<file path="src/rtl/bp_fe_lce_req_mshr.sv">
// Multi-entry front-end LCE request unit: tracks outstanding misses and uncached
// accesses, issues LCE requests and coh_acks, and throttles the cache on a coherence timeout.
//
// state | meaning
// IDLE  | entry free for allocation
// SEND  | request captured, waiting for the request network
// WAIT  | request issued, collecting data/set_tag/wakeup or uc_done
// ACK   | miss complete, coh_ack pending on the response port
module bp_fe_lce_req_mshr #(
    parameter int paddr_width_p        = 40,
    parameter int lce_id_width_p       = 4,
    parameter int way_id_width_p       = 3,
    parameter int block_offset_width_p = 6,
    parameter int mshr_els_p           = 2,
    parameter int timeout_max_limit_p  = 4,
    localparam int mshr_id_width_lp    = (mshr_els_p > 1) ? $clog2(mshr_els_p) : 1
) (
    input  logic                        clk_i,
    input  logic                        reset_n_i,
    input  logic [lce_id_width_p-1:0]   lce_id_i,

    input  logic                        cache_req_v_i,
    output logic                        cache_req_ready_o,
    input  logic [1:0]                  cache_req_type_i,
    input  logic [paddr_width_p-1:0]    cache_req_addr_i,
    input  logic [1:0]                  cache_req_size_i,
    input  logic [63:0]                 cache_req_data_i,
    input  logic [way_id_width_p-1:0]   cache_req_way_i,
    input  logic                        cache_req_lru_dirty_i,

    output logic                        lce_req_v_o,
    input  logic                        lce_req_ready_i,
    output logic [1:0]                  lce_req_type_o,
    output logic [mshr_id_width_lp-1:0] lce_req_id_o,
    output logic [paddr_width_p-1:0]    lce_req_addr_o,
    output logic [1:0]                  lce_req_size_o,
    output logic [63:0]                 lce_req_data_o,
    output logic [way_id_width_p-1:0]   lce_req_way_o,
    output logic                        lce_req_lru_dirty_o,

    input  logic                        data_v_i,
    input  logic [mshr_id_width_lp-1:0] data_id_i,
    input  logic                        set_tag_v_i,
    input  logic [mshr_id_width_lp-1:0] set_tag_id_i,
    input  logic                        wakeup_v_i,
    input  logic [mshr_id_width_lp-1:0] wakeup_id_i,
    input  logic                        uc_done_v_i,
    input  logic [mshr_id_width_lp-1:0] uc_done_id_i,

    output logic                        lce_resp_v_o,
    input  logic                        lce_resp_yumi_i,
    output logic [paddr_width_p-1:0]    lce_resp_addr_o,

    input  logic                        coherence_blocked_i,
    input  logic                        cmd_ready_i,
    output logic                        busy_o
);

    typedef enum logic [1:0] {e_idle, e_send, e_wait, e_ack} state_e;

    localparam int tmo_width_lp = $clog2(timeout_max_limit_p + 1);
    localparam int tag_lsb_lp   = block_offset_width_p;

    state_e                      state_r    [mshr_els_p];
    logic [1:0]                  type_r     [mshr_els_p];
    logic [paddr_width_p-1:0]    addr_r     [mshr_els_p];
    logic [1:0]                  size_r     [mshr_els_p];
    logic [63:0]                 st_data_r  [mshr_els_p];
    logic [way_id_width_p-1:0]   way_r      [mshr_els_p];
    logic                        dirty_r    [mshr_els_p];
    logic                        data_r     [mshr_els_p];
    logic                        tag_r      [mshr_els_p];

    logic                        data_hit   [mshr_els_p];
    logic                        tag_hit    [mshr_els_p];
    logic                        wake_hit   [mshr_els_p];
    logic                        uc_hit     [mshr_els_p];

    logic                        alloc_v, send_v, ack_v, conflict, timeout;
    logic                        accept, req_fire;
    logic [mshr_id_width_lp-1:0] alloc_id, send_low_id, send_id, ack_id;
    logic                        req_lock_r;
    logic [mshr_id_width_lp-1:0] req_lock_id_r;
    logic [tmo_width_lp-1:0]     tmo_cnt_r;
    logic [paddr_width_p-1:0]    acc_addr;
    logic                        unused_lce_id;

    assign unused_lce_id = ^lce_id_i;

    // Reverse scan so the lowest index wins each priority pick.
    always_comb begin
        alloc_v     = 1'b0;
        alloc_id    = '0;
        send_v      = 1'b0;
        send_low_id = '0;
        ack_v       = 1'b0;
        ack_id      = '0;
        conflict    = 1'b0;
        busy_o      = 1'b0;
        for (int i = mshr_els_p - 1; i >= 0; i--) begin
            data_hit[i] = data_v_i    && (data_id_i    == mshr_id_width_lp'(i));
            tag_hit[i]  = set_tag_v_i && (set_tag_id_i == mshr_id_width_lp'(i));
            wake_hit[i] = wakeup_v_i  && (wakeup_id_i  == mshr_id_width_lp'(i));
            uc_hit[i]   = uc_done_v_i && (uc_done_id_i == mshr_id_width_lp'(i));
            if (state_r[i] == e_idle) begin
                alloc_v  = 1'b1;
                alloc_id = mshr_id_width_lp'(i);
            end
            if (state_r[i] == e_send) begin
                send_v      = 1'b1;
                send_low_id = mshr_id_width_lp'(i);
            end
            if (state_r[i] == e_ack) begin
                ack_v  = 1'b1;
                ack_id = mshr_id_width_lp'(i);
            end
            if (state_r[i] != e_idle) begin
                busy_o = 1'b1;
                if (addr_r[i][paddr_width_p-1:tag_lsb_lp] == cache_req_addr_i[paddr_width_p-1:tag_lsb_lp])
                    conflict = 1'b1;
            end
        end
    end

    assign timeout           = (tmo_cnt_r == '0);
    assign cache_req_ready_o = alloc_v & cmd_ready_i & ~timeout & ~conflict;
    assign accept            = cache_req_v_i & cache_req_ready_o;
    // A stalled request keeps its entry even if a lower entry enters SEND meanwhile.
    assign send_id           = req_lock_r ? req_lock_id_r : send_low_id;
    assign lce_req_v_o       = send_v;
    assign req_fire          = send_v & lce_req_ready_i;
    assign lce_resp_v_o      = ack_v;

    always_comb begin
        acc_addr = cache_req_addr_i;
        if (cache_req_type_i == 2'd0)
            acc_addr[tag_lsb_lp-1:0] = '0;
        else
            acc_addr = cache_req_addr_i & ~((paddr_width_p'(1) << cache_req_size_i) - paddr_width_p'(1));
    end

    always_comb begin
        lce_req_type_o      = '0;
        lce_req_id_o        = '0;
        lce_req_addr_o      = '0;
        lce_req_size_o      = '0;
        lce_req_data_o      = '0;
        lce_req_way_o       = '0;
        lce_req_lru_dirty_o = 1'b0;
        lce_resp_addr_o     = '0;
        if (send_v) begin
            lce_req_type_o      = type_r[send_id];
            lce_req_id_o        = send_id;
            lce_req_addr_o      = addr_r[send_id];
            lce_req_size_o      = size_r[send_id];
            lce_req_data_o      = st_data_r[send_id];
            lce_req_way_o       = way_r[send_id];
            lce_req_lru_dirty_o = dirty_r[send_id];
        end
        if (ack_v) begin
            lce_resp_addr_o                  = addr_r[ack_id];
            lce_resp_addr_o[tag_lsb_lp-1:0]  = '0;
        end
    end

    always_ff @(posedge clk_i) begin
        if (!reset_n_i) begin
            for (int i = 0; i < mshr_els_p; i++) begin
                state_r[i]   <= e_idle;
                type_r[i]    <= '0;
                addr_r[i]    <= '0;
                size_r[i]    <= '0;
                st_data_r[i] <= '0;
                way_r[i]     <= '0;
                dirty_r[i]   <= 1'b0;
                data_r[i]    <= 1'b0;
                tag_r[i]     <= 1'b0;
            end
            req_lock_r    <= 1'b0;
            req_lock_id_r <= '0;
            tmo_cnt_r     <= tmo_width_lp'(timeout_max_limit_p);
        end else begin
            for (int i = 0; i < mshr_els_p; i++) begin
                unique case (state_r[i])
                    e_idle: if (accept && alloc_id == mshr_id_width_lp'(i)) begin
                        type_r[i]    <= cache_req_type_i;
                        addr_r[i]    <= acc_addr;
                        size_r[i]    <= cache_req_size_i;
                        st_data_r[i] <= cache_req_data_i;
                        way_r[i]     <= cache_req_way_i;
                        dirty_r[i]   <= cache_req_lru_dirty_i;
                        data_r[i]    <= 1'b0;
                        tag_r[i]     <= 1'b0;
                        if (cache_req_type_i != 2'd3) state_r[i] <= e_send;
                    end
                    e_send: if (req_fire && send_id == mshr_id_width_lp'(i)) state_r[i] <= e_wait;
                    e_wait: if (type_r[i] == 2'd0) begin
                        if (wake_hit[i] || ((data_r[i] || data_hit[i]) && (tag_r[i] || tag_hit[i])))
                            state_r[i] <= e_ack;
                        else begin
                            data_r[i] <= data_r[i] | data_hit[i];
                            tag_r[i]  <= tag_r[i] | tag_hit[i];
                        end
                    end else if (uc_hit[i]) begin
                        state_r[i] <= e_idle;
                    end
                    e_ack: if (lce_resp_yumi_i && ack_id == mshr_id_width_lp'(i)) state_r[i] <= e_idle;
                    default: state_r[i] <= e_idle;
                endcase
            end

            if (send_v && !lce_req_ready_i) begin
                req_lock_r    <= 1'b1;
                req_lock_id_r <= send_id;
            end else begin
                req_lock_r    <= 1'b0;
            end

            // Down-counter: reaching zero means the limit of blocked cycles was hit.
            if (!coherence_blocked_i)
                tmo_cnt_r <= tmo_width_lp'(timeout_max_limit_p);
            else if (tmo_cnt_r != '0)
                tmo_cnt_r <= tmo_cnt_r - 1'b1;
        end
    end

endmodule

</file>
<file path="config.mk">
export PLATFORM = sky130hd
export DESIGN_NAME = bp_fe_lce_req_mshr
export DESIGN_NICKNAME = d
export VERILOG_FILES = /design/src/rtl/bp_fe_lce_req_mshr.sv
export SDC_FILE = /design/constraint.sdc
export NUM_CORES = 1
export LEC_CHECK = 0
export BUFFER_PORTS_ARGS = -buffer_cell sky130_fd_sc_hd__buf_2
export CAP_MARGIN = 15
export CORE_MARGIN = 2
export CORE_UTILIZATION = 40
export DETAILED_ROUTE_END_ITERATION = 6
export PLACE_DENSITY_LB_ADDON = 0.08
export SETUP_SLACK_MARGIN = 0.4
export SKIP_CTS_REPAIR_TIMING = 1
export SLEW_MARGIN = 20
export SYNTH_ARGS = -nofsm -noshare
export SYNTH_HDL_FRONTEND = slang
export SYNTH_SLANG_ARGS = --single-unit
export TNS_END_PERCENT = 10
</file>
<file path="constraint.sdc">
create_clock -name clk_i -period 13.9 [get_ports clk_i]
set_input_delay 2.78 -clock clk_i [delete_from_list [all_inputs] [get_ports clk_i]]
set_output_delay 2.78 -clock clk_i [all_outputs]
set_load 0.01 [all_outputs]
</file>
Word-level counts from Yosys, hierarchy flattened
Memory sizes are Yosys's and may differ from the RTL's.
Cells that the tools add are included.

storage, ports and cells
  bits in registers = 5
  ROM bits = 0
  memories = 9
  memory bits (writable) = 232
  word-level logic and storage cells = 229
  bits in latches = 0
  input bits = 131
  output and inout bits = 157

cells by class
  $lt $le $gt $ge = 0
  shifts and indexed selects = 1
  div/mod/pow operators = 0
  bitwise gates (word level) = 50
  reduce and logical (&&, ||, !) cells = 34
  muxes and demuxes = 121
  add/subtract/negate cells = 2
  multipliers = 0
  equality and inequality tests = 9

memories
  name             words  width  read ports  clocked after Yosys merged registers in  wr ports  RTL line  text
  st_data_r        2      64     1           0                                        2         68        logic [63:0] st_data_r [mshr_els_p];
  addr_r           2      40     4           0                                        2         66        logic [paddr_width_p-1:0] addr_r [mshr_els_p];
  way_r            2      3      1           0                                        2         69        logic [way_id_width_p-1:0] way_r [mshr_els_p];
  size_r           2      2      1           0                                        2         67        logic [1:0] size_r [mshr_els_p];
  state_r          2      2      2           0                                        2         64        state_e state_r [mshr_els_p];
  type_r           2      2      3           0                                        2         65        logic [1:0] type_r [mshr_els_p];
  3 more memories  n/a    n/a    n/a         n/a                                      n/a       n/a

operators by type and width
  operator                 number
  $mux W64                 3
  $mux W40                 4
  $mux W1                  93
  $eq A34 B34 Y1           2
  $and A40 B40 Y40         1
  $not A40 Y40             1
  $shl A1 B2 Y40 const A   1
  $sub A40 B1 Y40 const B  1
  $mux W34                 1
  $or A1 B1 Y1             34
  $mux W2                  16
  $logic_and A1 B1 Y1      17
  $logic_not A2 Y1         5
  $mux W3                  3
  $not A1 Y1               9
  $eq A2 B2 Y1 const B     4
  $logic_or A1 B1 Y1       6
  $mux W6                  1
  $and A1 B1 Y1            5
  $eq A2 B1 Y1 const B     2
  $reduce_bool A2 Y1       2
  $logic_not A3 Y1         1
  $reduce_bool A3 Y1       1
  $sub A3 B1 Y3 const B    1
  3 further kinds          3

Logic depth before layout (Yosys ltp)
  depth in word-level cells = 18
  depth in mapped cells = 8
  gate-level depth less buffers = 6

Least setup slack after synthesis
OpenSTA, ideal clock, no wires.

  kind = input to register
  start point = in cache_req_addr_i[27]
  end point = mem addr_r[1][0], enable pin
  arrival time = 11.353 ns
  required time = 13.163 ns
  library setup time = 0.737 ns
  buffers on the path = 0
  slack = 1.810 ns
  stages = 6
  cell sequence = xor2_1 nor4_1 nand4_1 nor3_1 nand3b_1 o21ai_0

RTL lines
  element      RTL line  text
  from (decl)  25        input logic [paddr_width_p-1:0] cache_req_addr_i,
  to (decl)    66

Worst setup path after layout
  start point = in cache_req_addr_i[15]
  end point = out cache_req_ready_o

on the way
  word-level cells in the longest chain between the ends = 7
  elaborated cells between the ends (all ways) = 8
  classes of those cells = 2 x eq/ne; 4 x mux; 2 x bitwise

ends and longest elaborated chain
  element            RTL line  text
  $eq A34 B34 Y1     119       if (addr_r[i][paddr_width_p-1:tag_lsb_lp] == cache_req_addr_i[paddr_width_p-1:tag_lsb_lp])
  $mux W1            119
  $mux W1            117       if (state_r[i] != e_idle) begin
  $mux W1            119
  $mux W1 (*)        117
  $not A1 Y1 (*)     126       assign cache_req_ready_o = alloc_v & cmd_ready_i & ~timeout & ~conflict;
  $and A1 B1 Y1 (*)  126
  to (decl)          23        output logic cache_req_ready_o,

Mark *: on every way between the ends. The rest lies on a longest branch, timed or not.

==> run summary <==
Destination of the worst hold path: tmo_cnt_r[2]. The die height came out at 171.3 um. The worst hold margin came out at 0.4724 ns. The number of routed nets with antenna violations was 0; the count of state elements after synthesis was 237. The tools report the endpoint type of the worst setup path as a primary output. The tools report the number of global-route vias before repair as 7960.

The global placer's final weighted congestion was 0.7570; the relative slew slack was 31.52%. The maximum number of buffers from clock root to sink was 3. The flow ran to the end, and the final reports show no timing, DRC or antenna violations. Of all cell types, the one taking the most synthesized area is edfxtp_1. For the worst flop-to-flop path, the logic depth is 7. The count of distinct cell types in the synthesized netlist was 47. In the final layout, the multi-input gates occupy 3851 sq um. The tools report the maximum level of the CTS H-tree as 1. Setup repair after global routing left no endpoint under its margin. Relative to the synthesized area, the layout overhead comes to 22.96%.

The max-cap violation count came out at 0. The most used flip-flop cell after synthesis is edfxtp_1. The row count is 61. For the area of the die, the log shows 29350 sq um.

Setup violations remaining at the end of the flow were counted as 0. Based on the critical path, the design can be clocked at up to 0.1308 GHz. Wires add up to 30380 um. In this run the worst path has a maximum fanout of 10. The number of synthesized flops with an enable pin was 232.

In this run, the number of DRC markers left after iteration 0 of detailed routing was 523. Clock tree synthesis selected as its root buffer the cell clkbuf_16. The clock period could shrink to 7.642 ns. For this run, the number of Yosys warnings is 0. Synthesis produced a netlist whose cell count is 985. The post-CTS clock slew at the launch and capture registers of the worst setup and hold paths was 0.06 ns. In this run the critical register-to-register path is launched from addr_r[1][19]. The fraction of the cycle the final worst path needs was 54.98%; the source-to-sink clock delay at the later pin of the worst-skew pair was 0.53 ns.

The tools report the area of the placeable core as 27710 sq um. The synthesized area divided by synthesized cell count came out at 11.37 sq um. For this block, the via count after detailed routing is 8179.

nand2_1 is the most common cell in the netlist. The share of post-route cells with drive strength above 1 was 28.40%. Fill cells in the final layout number 2606. The worst setup path is launched from an input pin.

After detailed routing, no signal wire sits above met5. The number of port buffers is 277. Counting flops with an async set or reset pin after synthesis yields a share of 0%. Summed over all nets, wire length on met2 after detailed routing comes to 14440 um. The number of hold violations in the final report is 0, and the hold-critical path depth is 1.

The average detailed-routed wire length per instance was 18.48 um; the routed metal-1 wirelength was 13140 um. The setup path with the least slack is of type in -> out. The netlist area before placement was 11200 sq um. Wire segments on met3 add up to 2393 um in the final route.

In the final layout, flip-flops and latches occupy 7067 sq um. The required arrival time at the worst endpoint is 11.12 ns, and the number of pins exceeding their max-slew limit in the final report is 0. Sorting the synthesized cells by area gives the leading types as edfxtp_1 62%, nand2_1 8.1%, a21oi_1 5.2%.

The first global-routing pass estimated 45600 um of wire. At the pin with the least slew margin, the transition time is 1.027 ns. The HPWL after detailed placement is 18730 um. The worst register-to-register path ends at st_data_r[1][36]. The die is 171.3 um wide. For the remaining routing DRC violations, the log shows 0.

The post-layout worst setup margin was 6.258 ns; the post-layout net count was 1379. The run gives 20.19% as the global routing usage summed across all routing layers. The worst hold-check path type is reg -> reg.

Counting instances in the post-synthesis netlist gives the leading cell types as 242 x nand2_1, 232 x edfxtp_1, 117 x a21oi_1. The tools report the largest net degree at the start of global routing as 84. The power density over the cells is 133.4 nW/um^2. OpenSTA, run right after detailed placement, puts the worst setup slack at 6.267 ns. For the endpoint arrival time on the critical path, the log shows 4.86 ns. The worst-case IR drop observed on VDD is 0.00009572 V.

The clock net sink count was 237. The worst hold path begins at tmo_cnt_r[2]. The synthesized design devotes to its leading area cell type 62.22% of total area.

The setup slack of the most critical reg-to-reg path came out at 10.81 ns. The number of placed I/O pins came out at 288. The logs give 0 for the total congestion overflow and 27 for the number of CTS-inserted buffers. The per-cell via count in the routed design is 4.975.

The sequential cell area fraction in the yosys report is 63.11%. Once the floorplan was initialized, standard cells occupied 40.41% of the core. For the total leakage power, the log shows 5.853 nW. Adding up every negative setup slack in the final design gives 0 ns. For the worst clock skew, the log shows 0.01466 ns. TritonCTS built the clock tree. The initial antenna violation count was 3. The tools report the number of search-and-repair iterations in the first detailed-routing pass as 5.
==> worst max path at each step <==
stage                              start  depth (start not counted)           endpoint
floorplan           cache_req_addr_i[27]                          6       addr_r[1][0]
global placement    cache_req_addr_i[15]                          8  cache_req_ready_o
detailed placement  cache_req_addr_i[15]                          8  cache_req_ready_o
CTS                 cache_req_addr_i[15]                          8  cache_req_ready_o
global route        cache_req_addr_i[15]                          8  cache_req_ready_o
finish              cache_req_addr_i[15]                          8  cache_req_ready_o
==> through the flow <==
step                utilization [%]  cell area [sq um]  power, mW  std cells
floorplan                         -              11220      1.057        990
global placement              46.63              12920      1.174       1594
detailed placement            46.63              12920      1.175       1594
CTS                           49.68              13760      1.858       1642
global route                  49.68              13760      1.918       1642
finish                        49.70              13770      1.837       1644
==> routing by layer <==
| metal | vias to the layer above | global-route usage [%] |
|---|---|---|
| li1 | 4000 | - |
| met1 | 3878 | 27.36 |
| met2 | 268 | 32.92 |
| met3 | 31 | 5.131 |
| met4 | 2 | 4.311 |
| met5 | - | 0 |
==> registers in the layout (all words and copies together), names as in the netlist <==
register       cells
addr_r            80
tag_r              2
way_r              6
req_lock_r         1
req_lock_id_r      1
st_data_r        128
state_r            4
tmo_cnt_r          3
size_r             4
dirty_r            2
type_r             4
data_r             2
==> report_power, final <==
part / leakage, nW / switching (mW) / internal, mW
Sequential: 2.45 / 0.0226 / 0.838
Combinational: 2.99 / 0.197 / 0.0964
Clock: 0.412 / 0.274 / 0.408
==> placed cells by master (no fill, tap or decap), types with 7 or more instances in the layout <==
| cell | count |
|---|---|
| edfxtp_1 | 232 |
| a21oi_1 | 117 |
| nand3_1 | 10 |
| and2_4 | 20 |
| nor4_1 | 20 |
| clkbuf_16 | 27 |
| clkinv_1 | 7 |
| nor2_1 | 13 |
| a22o_1 | 34 |
| xnor2_1 | 7 |
| xor2_1 | 62 |
| and3_1 | 20 |
| nand2_1 | 242 |
| and2_1 | 70 |
| inv_1 | 12 |
| buf_2 | 277 |
| buf_4 | 13 |
==> layout make-up <==
| cell class | instances | share of cell area (%) |
|---|---|---|
| sequential | 237 | 51.33 |
| clock buffer | 32 | 5.044 |
| multi-input combinational | 677 | 27.97 |
| timing repair buffer | 290 | 10.78 |
| tap | 378 | 3.435 |
| inverter | 12 | 0.3272 |
| clock inverter | 16 | 1.081 |
| antenna | 2 | 0.03635 |
==> logic make-up after synthesis <==
| family | Yosys count | synth area share (%) |
|---|---|---|
| compound gates | 177 | 9.711 |
| xor+xnor | 69 | 5.397 |
| fa+ha+maj | 3 | 0.3353 |
| buf+inv | 76 | 3.039 |
| flops | 237 | 63.11 |
| other cells | 1 | 0.03349 |
| simple gates | 422 | 18.37 |
==> critical path, cell delays in order <==
cell	delay, ns
buf_2	0.12
xor2_1	0.16
nor4_1	0.51
nand4_1	0.22
or3_4	0.44
nand3b_1	0.40
inv_1	0.08
buf_2	0.16
Power figures use the tool's default switching activity.
